<file path="config.mk">
export PLATFORM = sky130hd
export DESIGN_NAME = pwm_wb_arbiter
export DESIGN_NICKNAME = d
export VERILOG_FILES = /design/src/rtl/pwm_wb_pkg.sv /design/src/rtl/pwm_wb_rr_pick.sv /design/src/rtl/pwm_wb_arbiter.sv
export SDC_FILE = /design/constraint.sdc
export NUM_CORES = 1
export LEC_CHECK = 0
export CAP_MARGIN = 5
export CORE_AREA = 2 2 124 126
export DETAILED_ROUTE_END_ITERATION = 12
export DIE_AREA = 0 0 126 128
export PLACE_DENSITY = 0.53
export SLEW_MARGIN = 40
export SYNTH_ARGS = -nofsm -noshare
export SYNTH_HDL_FRONTEND = slang
export SYNTH_SLANG_ARGS = --single-unit
</file>
<file path="constraint.sdc">
create_clock -name clk_i -period 2.1 [get_ports clk_i]
set_input_delay 0.315 -clock clk_i [delete_from_list [all_inputs] [get_ports clk_i]]
set_output_delay 0.315 -clock clk_i [all_outputs]
set_load 0.01 [all_outputs]
</file>
<file path="src/rtl/pwm_wb_pkg.sv">
// Shared types and constants for the PWM Wishbone arbiter and splitter-side arbiters.
package pwm_wb_pkg;

   // Arbiter FSM states
   typedef enum logic [1:0] {
      StIdle  = 2'd0,
      StOwn0  = 2'd1,
      StOwn1  = 2'd2,
      StAbort = 2'd3
   } state_e;

   // One-hot owner encoding as seen on grant_o
   localparam logic [1:0] GRANT_NONE = 2'b00;
   localparam logic [1:0] GRANT_M0   = 2'b01;
   localparam logic [1:0] GRANT_M1   = 2'b10;

   localparam int unsigned DEFAULT_TIMEOUT_CYCLES = 255;

endpackage

</file>
<file path="src/rtl/pwm_wb_rr_pick.sv">
// Two-input round-robin picker: one-hot grant from req[1:0]; ties go to the master that
// was not granted last. Purely combinational.
module pwm_wb_rr_pick
   import pwm_wb_pkg::*;
(
   input  logic [1:0] req_i,
   input  logic       last_i,   // 0: m0 was granted last, 1: m1 was granted last
   output logic [1:0] grant_o
);

   // Single requester wins outright; a tie alternates against last_i
   always_comb begin
      grant_o = GRANT_NONE;
      unique case (req_i)
         2'b01:   grant_o = GRANT_M0;
         2'b10:   grant_o = GRANT_M1;
         2'b11:   grant_o = last_i ? GRANT_M0 : GRANT_M1;
         default: grant_o = GRANT_NONE;
      endcase
   end

endmodule

</file>
<file path="src/rtl/pwm_wb_arbiter.sv">
// Two-master Wishbone B4 classic arbiter in front of the PWM timer bus splitter.
// m0 = Caravel host, m1 = on-chip sequencer. Round-robin, locked for the owner's cyc.
// Optional stuck-slave timeout: define PWM_WB_ARB_TIMEOUT_EN.
module pwm_wb_arbiter
   import pwm_wb_pkg::*;
#(
   parameter int unsigned AW             = 32,
   parameter int unsigned DW             = 32,
   parameter int unsigned TIMEOUT_CYCLES = DEFAULT_TIMEOUT_CYCLES
) (
   input  logic            clk_i,
   input  logic            rst_ni,
   input  logic            m0_cyc_i,
   input  logic            m0_stb_i,
   input  logic            m0_we_i,
   input  logic [DW/8-1:0] m0_sel_i,
   input  logic [AW-1:0]   m0_adr_i,
   input  logic [DW-1:0]   m0_dat_i,
   output logic [DW-1:0]   m0_dat_o,
   output logic            m0_ack_o,
   output logic            m0_err_o,
   input  logic            m1_cyc_i,
   input  logic            m1_stb_i,
   input  logic            m1_we_i,
   input  logic [DW/8-1:0] m1_sel_i,
   input  logic [AW-1:0]   m1_adr_i,
   input  logic [DW-1:0]   m1_dat_i,
   output logic [DW-1:0]   m1_dat_o,
   output logic            m1_ack_o,
   output logic            m1_err_o,
   output logic            s_cyc_o,
   output logic            s_stb_o,
   output logic            s_we_o,
   output logic [DW/8-1:0] s_sel_o,
   output logic [AW-1:0]   s_adr_o,
   output logic [DW-1:0]   s_dat_o,
   input  logic [DW-1:0]   s_dat_i,
   input  logic            s_ack_i,
   input  logic            s_err_i,
   output logic [1:0]      grant_o
);

   localparam int unsigned SW = DW / 8;

   if (TIMEOUT_CYCLES < 2 || TIMEOUT_CYCLES > 65535) begin : g_bad_timeout
      $error("pwm_wb_arbiter: TIMEOUT_CYCLES must be within 2..65535");
   end

   state_e state_q, state_d;
   logic   last_q, last_d;   // 1: m1 was granted last
   logic [1:0] pick;

   logic          own_cyc, own_stb, own_we;
   logic [SW-1:0] own_sel;
   logic [AW-1:0] own_adr;
   logic [DW-1:0] own_dat;
   logic          timeout_hit;
   logic          term_ack, term_err;

   pwm_wb_rr_pick u_pick (
      .req_i   ({m1_cyc_i, m0_cyc_i}),
      .last_i  (last_q),
      .grant_o (pick)
   );

   // Select the owning master's request; zero when nobody owns the bus (incl. abort)
   always_comb begin
      own_cyc = 1'b0;
      own_stb = 1'b0;
      own_we  = 1'b0;
      own_sel = '0;
      own_adr = '0;
      own_dat = '0;
      unique case (state_q)
         StOwn0: begin
            own_cyc = m0_cyc_i;
            own_stb = m0_cyc_i & m0_stb_i;
            own_we  = m0_we_i;
            own_sel = m0_sel_i;
            own_adr = m0_adr_i;
            own_dat = m0_dat_i;
         end
         StOwn1: begin
            own_cyc = m1_cyc_i;
            own_stb = m1_cyc_i & m1_stb_i;
            own_we  = m1_we_i;
            own_sel = m1_sel_i;
            own_adr = m1_adr_i;
            own_dat = m1_dat_i;
         end
         default: ;
      endcase
   end

`ifdef PWM_WB_ARB_TIMEOUT_EN
   localparam int unsigned CntW = $clog2(TIMEOUT_CYCLES + 1);
   logic [CntW-1:0] cnt_q, cnt_d;

   // Count stalled strobe cycles; the last stalled cycle is turned into an error beat
   always_comb begin
      cnt_d       = '0;
      timeout_hit = 1'b0;
      if (own_stb && !s_ack_i && !s_err_i) begin
         if (cnt_q == CntW'(TIMEOUT_CYCLES - 1)) begin
            timeout_hit = 1'b1;
         end else begin
            cnt_d = cnt_q + 1'b1;
         end
      end
   end

   // Stall counter register
   always_ff @(posedge clk_i or negedge rst_ni) begin
      if (!rst_ni) begin
         cnt_q <= '0;
      end else begin
         cnt_q <= cnt_d;
      end
   end
`else
   assign timeout_hit = 1'b0;
`endif

   // Drive the slave from the owner and route its termination back to the owner only
   always_comb begin
      s_cyc_o  = own_cyc;
      s_stb_o  = own_stb & ~timeout_hit;
      s_we_o   = own_we;
      s_sel_o  = own_sel;
      s_adr_o  = own_adr;
      s_dat_o  = own_dat;
      // err has priority over a simultaneous ack
      term_ack = s_ack_i & s_stb_o & ~s_err_i;
      term_err = (s_err_i & s_stb_o) | timeout_hit;
      m0_ack_o = 1'b0;
      m0_err_o = 1'b0;
      m0_dat_o = '0;
      m1_ack_o = 1'b0;
      m1_err_o = 1'b0;
      m1_dat_o = '0;
      grant_o  = GRANT_NONE;
      unique case (state_q)
         StOwn0: begin
            m0_ack_o = term_ack;
            m0_err_o = term_err;
            m0_dat_o = s_dat_i;
            grant_o  = GRANT_M0;
         end
         StOwn1: begin
            m1_ack_o = term_ack;
            m1_err_o = term_err;
            m1_dat_o = s_dat_i;
            grant_o  = GRANT_M1;
         end
         default: ;
      endcase
   end

   // Next-state: arbitrate only from idle, release when the owner drops cyc
   always_comb begin
      state_d = state_q;
      last_d  = last_q;
      unique case (state_q)
         StIdle: begin
            if (pick == GRANT_M0) begin
               state_d = StOwn0;
               last_d  = 1'b0;
            end else if (pick == GRANT_M1) begin
               state_d = StOwn1;
               last_d  = 1'b1;
            end
         end
         StOwn0: begin
            if (!m0_cyc_i) begin
               state_d = StIdle;
            end else if (timeout_hit) begin
               state_d = StAbort;
            end
         end
         StOwn1: begin
            if (!m1_cyc_i) begin
               state_d = StIdle;
            end else if (timeout_hit) begin
               state_d = StAbort;
            end
         end
         StAbort: begin
            // last_q still names the aborted owner
            if (!(last_q ? m1_cyc_i : m0_cyc_i)) begin
               state_d = StIdle;
            end
         end
         default: state_d = StIdle;
      endcase
   end

   // State and round-robin history registers
   always_ff @(posedge clk_i or negedge rst_ni) begin
      if (!rst_ni) begin
         state_q <= StIdle;
         last_q  <= 1'b1;
      end else begin
         state_q <= state_d;
         last_q  <= last_d;
      end
   end

endmodule
</file>
# Word level (Yosys, flattened, before mapping)

Cells that the tools add are included.

Flip-flop bits (word level): 3
Output and inout bits: 141

Equality and inequality tests: 12
Mux-type cells: 24
Bitwise logic cells: 6
Reduce and logical (&&, ||, !) cells: 4

Operators by type and width:

| cell                                                | number |
|---|---|
| case mux 32 bit (2 select lines)                    | 2 |
| two-way mux 32 bit                                  | 2 |
| two-way mux 2 bit                                   | 6 |
| equality test 2 bit, second input constant          | 5 |
| case mux 2 bit (4 select lines)                     | 1 |
| case mux 4 bit (2 select lines)                     | 1 |
| two-way mux 1 bit                                   | 7 |
| equality test 2 x 1 -> 1 bit, second input constant | 3 |
| inequality test 2 bit, second input constant        | 3 |
| case mux 1 bit (2 select lines)                     | 3 |
| case mux 2 bit (3 select lines)                     | 1 |
| AND 1 bit                                           | 5 |
| case mux 2 bit (2 select lines)                     | 1 |
| AND reduction 4 bit                                 | 1 |
| inequality test 3 bit, second input constant        | 1 |
| logical NOT 2 bit                                   | 1 |
| AND reduction 2 bit                                 | 1 |
| nonzero test 2 bit                                  | 1 |
| NOT 1 bit                                           | 1 |

# Depth between registers and ports, before layout

Depth in word-level cells: 6
Gate-level depth with buffers: 7

# Modules after synthesis

From an unflattened synthesis, not the netlist that was laid out.

Cell total of the unflattened synthesis: 272
Area total of the unflattened synthesis: 1,888.1 sq um

By module, submodules not included:

| module         | instances | cells an instance | area each (sq um) | seq. area each (sq um) |
|---|---|---|---|---|
| pwm_wb_arbiter | 1         | 269               | 1,869.3           | 76.3 |
| pwm_wb_rr_pick | 1         | 3                 | 18.8              | 0.0 |

# Worst setup path after synthesis

Ideal clock, no wire load.

Kind: flip-flop to output port
From: register state_q[0]
To: output port m0_ack_o
Data arrival time: 1.477 ns
Data required time: 1.785 ns
Setup slack: 0.308 ns
Stages on the path, launching flop included: 5
Path buffers: 0
Cell sequence: dfrtp_1 inv_1 ha_1 a21boi_1 and4b_1

Cells in the longest elaborated chain, start to end: 5
Elaborated cells between the ends (all ways): 6
Those cells by class: 2 x eq/ne; 2 x mux; 2 x bitwise

RTL lines:

| item                                                                | RTL line              | source |
|---|---|---|
| start: declaration                                                  | pwm_wb_arbiter.sv:49  | `state_e state_q, state_d;` |
| start signal: assignment                                            | pwm_wb_arbiter.sv:200 | `state_q <= StIdle;` |
| start signal: assignment                                            | pwm_wb_arbiter.sv:203 | `state_q <= state_d;` |
| equality test 2 bit or equality test 2 x 1 -> 1 bit (tied branches) | pwm_wb_arbiter.sv:74  | `unique case (state_q)` |
| case mux 1 bit (2 select lines) *                                   | pwm_wb_arbiter.sv:74  |  |
| named net s_stb_o                                                   | pwm_wb_arbiter.sv:32  | `output logic s_stb_o,` |
| AND 1 bit * (2 in series)                                           | pwm_wb_arbiter.sv:133 | `term_ack = s_ack_i & s_stb_o & ~s_err_i;` |
| two-way mux 1 bit *                                                 | pwm_wb_arbiter.sv:142 | `unique case (state_q)` |
| end: declaration                                                    | pwm_wb_arbiter.sv:20  | `output logic m0_ack_o,` |

The timed path passes the listed nets; every way through them passes the cells marked *.

# Worst setup path in the final report

From: register state_q[0]
To: output port s_dat_o[26]

Cells in the longest elaborated chain, start to end: 2
Elaborated cells between the ends (all ways): 3
Those cells by class: 2 x eq/ne; 1 x mux

RTL lines:

| item                                                                | RTL line             | source |
|---|---|---|
| equality test 2 bit or equality test 2 x 1 -> 1 bit (tied branches) | pwm_wb_arbiter.sv:74 |  |
| case mux 32 bit (2 select lines) *                                  | pwm_wb_arbiter.sv:74 |  |
| end: declaration                                                    | pwm_wb_arbiter.sv:36 | `output logic [DW-1:0] s_dat_o,` |

Mark *: on every way between the ends. The rest lies on a longest branch, timed or not.

==> results_dict.tcl <==
set metrics [dict create \
    setup_violations 0 \
    boundaryPins 319 \
    synth.avg_cell_area_um2 6.78 \
    clockBufferDepth 2 \
    grt_start_max_net_pins 36 \
    h-tree-depth 1 \
    cts_hold_buf 0 \
    power_frac_comb 0.928 \
    syn_to_final_growth_pct 205 \
    rr_worst_depth 7 \
    grt_setup_unrepaired "yes" \
    synth_area_leader_cell "a22oi_1" \
    pwr-share-clk 0.052 \
    p_switching_mw 2.66 \
    power.leakage_nw 2.41 \
    first_global_vias 3346 \
    max_freq_mhz 485 \
    rrSetupSlack_ns 0.24 \
    yosysTopAreaCellShare 0.294 \
    pwr-share-seq 0.020 \
    via_per_inst 4.26 \
    slew_headroom 0.857 \
    dr.pass1.iters 4 \
    groute.usage.overall 0.146 \
    grt_overflow 0 \
    cts_tree "yes" \
    antenna_found_initial 1 \
    cts.sinks 3 \
    place_congestion 0.789 \
    clkTransAtPathRegs_ns 0.03 \
    cts_buffers 3 \
    cp-start-kind "flip-flop" \
    clkLatencyLatePin_ns 0.23 \
    detailedPlace.worstSlack_ns -0.131 \
    grt_pass1_wl_mm 18.8 \
    synth_cells 264 \
    routedWlPerCell_um 17.1 \
    dp_hpwl_mm 10.1 \
    internal_power_mw 3.28 \
    n_fill_cell 1553 \
    max_cap_viol_count 0 \
    timing.rr.end "state_q[1]$_DFFE_PN0P_" \
    finClkSkew_ns 0.00542 \
    worst_setup_path_end_kind "output port" \
    die_y_um 128 \
    synthDistinctLibCells 20 \
    fp-row-count 45 \
    core_area_mm2 0.0149 \
    hp-class "primary input to asynchronous set/reset pin" \
    period_needed_ns 2.06 \
    slew_viol_final 0 \
    die_x_um 126 \
    port_buffers 318 \
    dieArea_mm2 0.0161 \
    synthTopCellsByArea "a22oi_1 29%, nor2b_1 24%, and2_1 22%" \
    fin_crit_sh 0.983 \
    num_vias 3269 \
    nNetsFinal 764 \
    n_antenna_cell 0 \
    layout_setup_ws_ns 0.0360 \
    ant_nets 0 \
    status "complete, no violations" \
    hold_viol 0 \
    syn_nets 448 \
    crit_type "flip-flop to output port" \
    worstPathArrival_ns 1.75 \
    hold_ws_ns 0.283 \
    swShare 0.448 \
    worstMarginPinSlew_ns 0.215 \
    ir_drop_v 0.000498 \
    cts-root-buf "clkbuf_16" \
    synth_seq_area_share 0.0426 \
    drc_errors 0 \
    cp.required_ns 1.78 \
    yosysWarnings 0 \
    power_density_mw_per_mm2 1090 \
    start_util 0.120 \
    drt-initial-drc-count 97 \
    r2r-start "state_q[1]$_DFFE_PN0P_" \
    worstPathMaxFanout 20 \
    wirelength_mm 13.1 \
    layout-drive-gt1-share 0.166 \
    synth-seq-cells 3 \
    netlist_area_mm2 0.00179 \
]
## state kept, by name (all words and copies together) (netlist names)
name and flops:
last_q 1, state_q 2
## worst max-delay path by stage
stage,to,slack [ns],start,cells after the start
6_report,s_dat_o[26],0.04,state_q[0]$_DFFE_PN0P_,7
3_5_place_dp,m0_ack_o,-0.13,state_q[1]$_DFFE_PN0P_,5
5_1_grt,s_adr_o[12],-0.01,state_q[1]$_DFFE_PN0P_,7
2_1_floorplan,m0_ack_o,0.31,state_q[0]$_DFFE_PN0P_,4
4_1_cts,s_sel_o[1],-0.12,state_q[1]$_DFFE_PN0P_,7
3_3_place_gp,m0_ack_o,-0.12,m1_cyc_i,5
## layout make-up
class	instances	area (um^2)	share of cell area
Clock buffer	4	78.8	0.0144
Inverter	3	11.3	0.00206
Multi-Input combinational cell	227	1780	0.326
Sequential cell	3	76.3	0.0140
Tap cell	188	235	0.0431
Timing Repair Buffer	342	3280	0.601
## Yosys cell counts
cell,number
a22oi_1,70
nor2b_1,70
and2_1,64
clkbuf_1,19
buf_2,12
ha_1,6
inv_1,3
nand3_1,3
and3_1,2
and4b_1,2
dfrtp_1,2
mux2i_1,2
nand2b_1,2
a21boi_0,1
a21boi_1,1
a21oi_1,1
a31oi_1,1
dfstp_2,1
mux2_4,1
o221a_2,1
## critical path: stages, from the launching register on
cell and delay [ns]:
dfrtp_1 0.38, buf_4 0.16, ha_4 0.19, buf_6 0.14, buf_16 0.15, a22oi_2 0.15, nor2b_1 0.06, dlygate4sd2_1 0.28
## timing repair
| item | 4_1_cts | 5_1_grt |
|---|---|---|
| pin swaps | 2 | 6 |
| setup buffers | 4 | 0 |
| cloned | 3 | 0 |
| resized for setup | 174 | 86 |
| setup endpoints to repair | 139 | 41 |
## routing by layer
layer | share of wire | global-route usage
met2 | 0.51 | 0.274
met5 | 0 | 0
met1 | 0.39 | 0.172
met4 | 0.0092 | 0.0239
met3 | 0.088 | 0.0351
## power by group through the flow
stage	Combinational, mW	Clock [mW]	Sequential [mW]
after floorplan	2.51	0	0.122
after global placement	5.47	0	0.113
after detailed placement	5.50	0	0.117
after CTS	5.50	0.312	0.120
after global routing	5.98	0.321	0.123
final	5.51	0.310	0.120
## placed cells by master (no fill, tap or decap)
master / count
nor2b_1: 70
clkbuf_2: 26
ha_1: 3
a22oi_2: 31
buf_4: 11
a22oi_1: 39
buf_16: 2
and3_1: 2
o221a_2: 1
buf_6: 2
buf_2: 2
and4b_1: 2
a31oi_1: 1
nand2b_1: 2
clkdlybuf4s15_1: 19
dlygate4sd2_1: 92
inv_1: 1
clkbuf_1: 1
mux2_4: 1
clkdlybuf4s50_1: 179
mux2i_1: 2
inv_2: 2
clkbuf_16: 3
bufbuf_16: 1
a21boi_0: 1
buf_12: 8
nand3_2: 1
nand3_1: 2
a21oi_1: 1
a21boi_4: 1
ha_4: 3
dfrtp_1: 2
and2_1: 64
dfstp_2: 1
## kinds of logic (layout without fill, tap and decap cells)
kind of cell,Yosys count,after routing,synth area share
buffers and inverters,34,349,0.0797
AND/OR/NAND/NOR,143,143,0.502
AO/OA/AOI/OAI,75,75,0.314
adder cells (fa/ha/maj),6,6,0.0419
flip-flops,3,3,0.0426
multiplexers,3,3,0.0196
## metrics by stage
step                      utilization  setup TNS (ns)  instance area (um^2)  power, mW  instances
after detailed placement        0.358          -0.659                  5320       5.61        756
final                           0.368               0                  5460       5.94        767
after CTS                       0.365          -0.772                  5430       5.93        767
after global routing            0.368         -0.0517                  5460       6.42        767
after floorplan                     -               0                  1790       2.64        264
after global placement          0.358          -0.454                  5320       5.58        756
(Power assumes the default switching activity.)
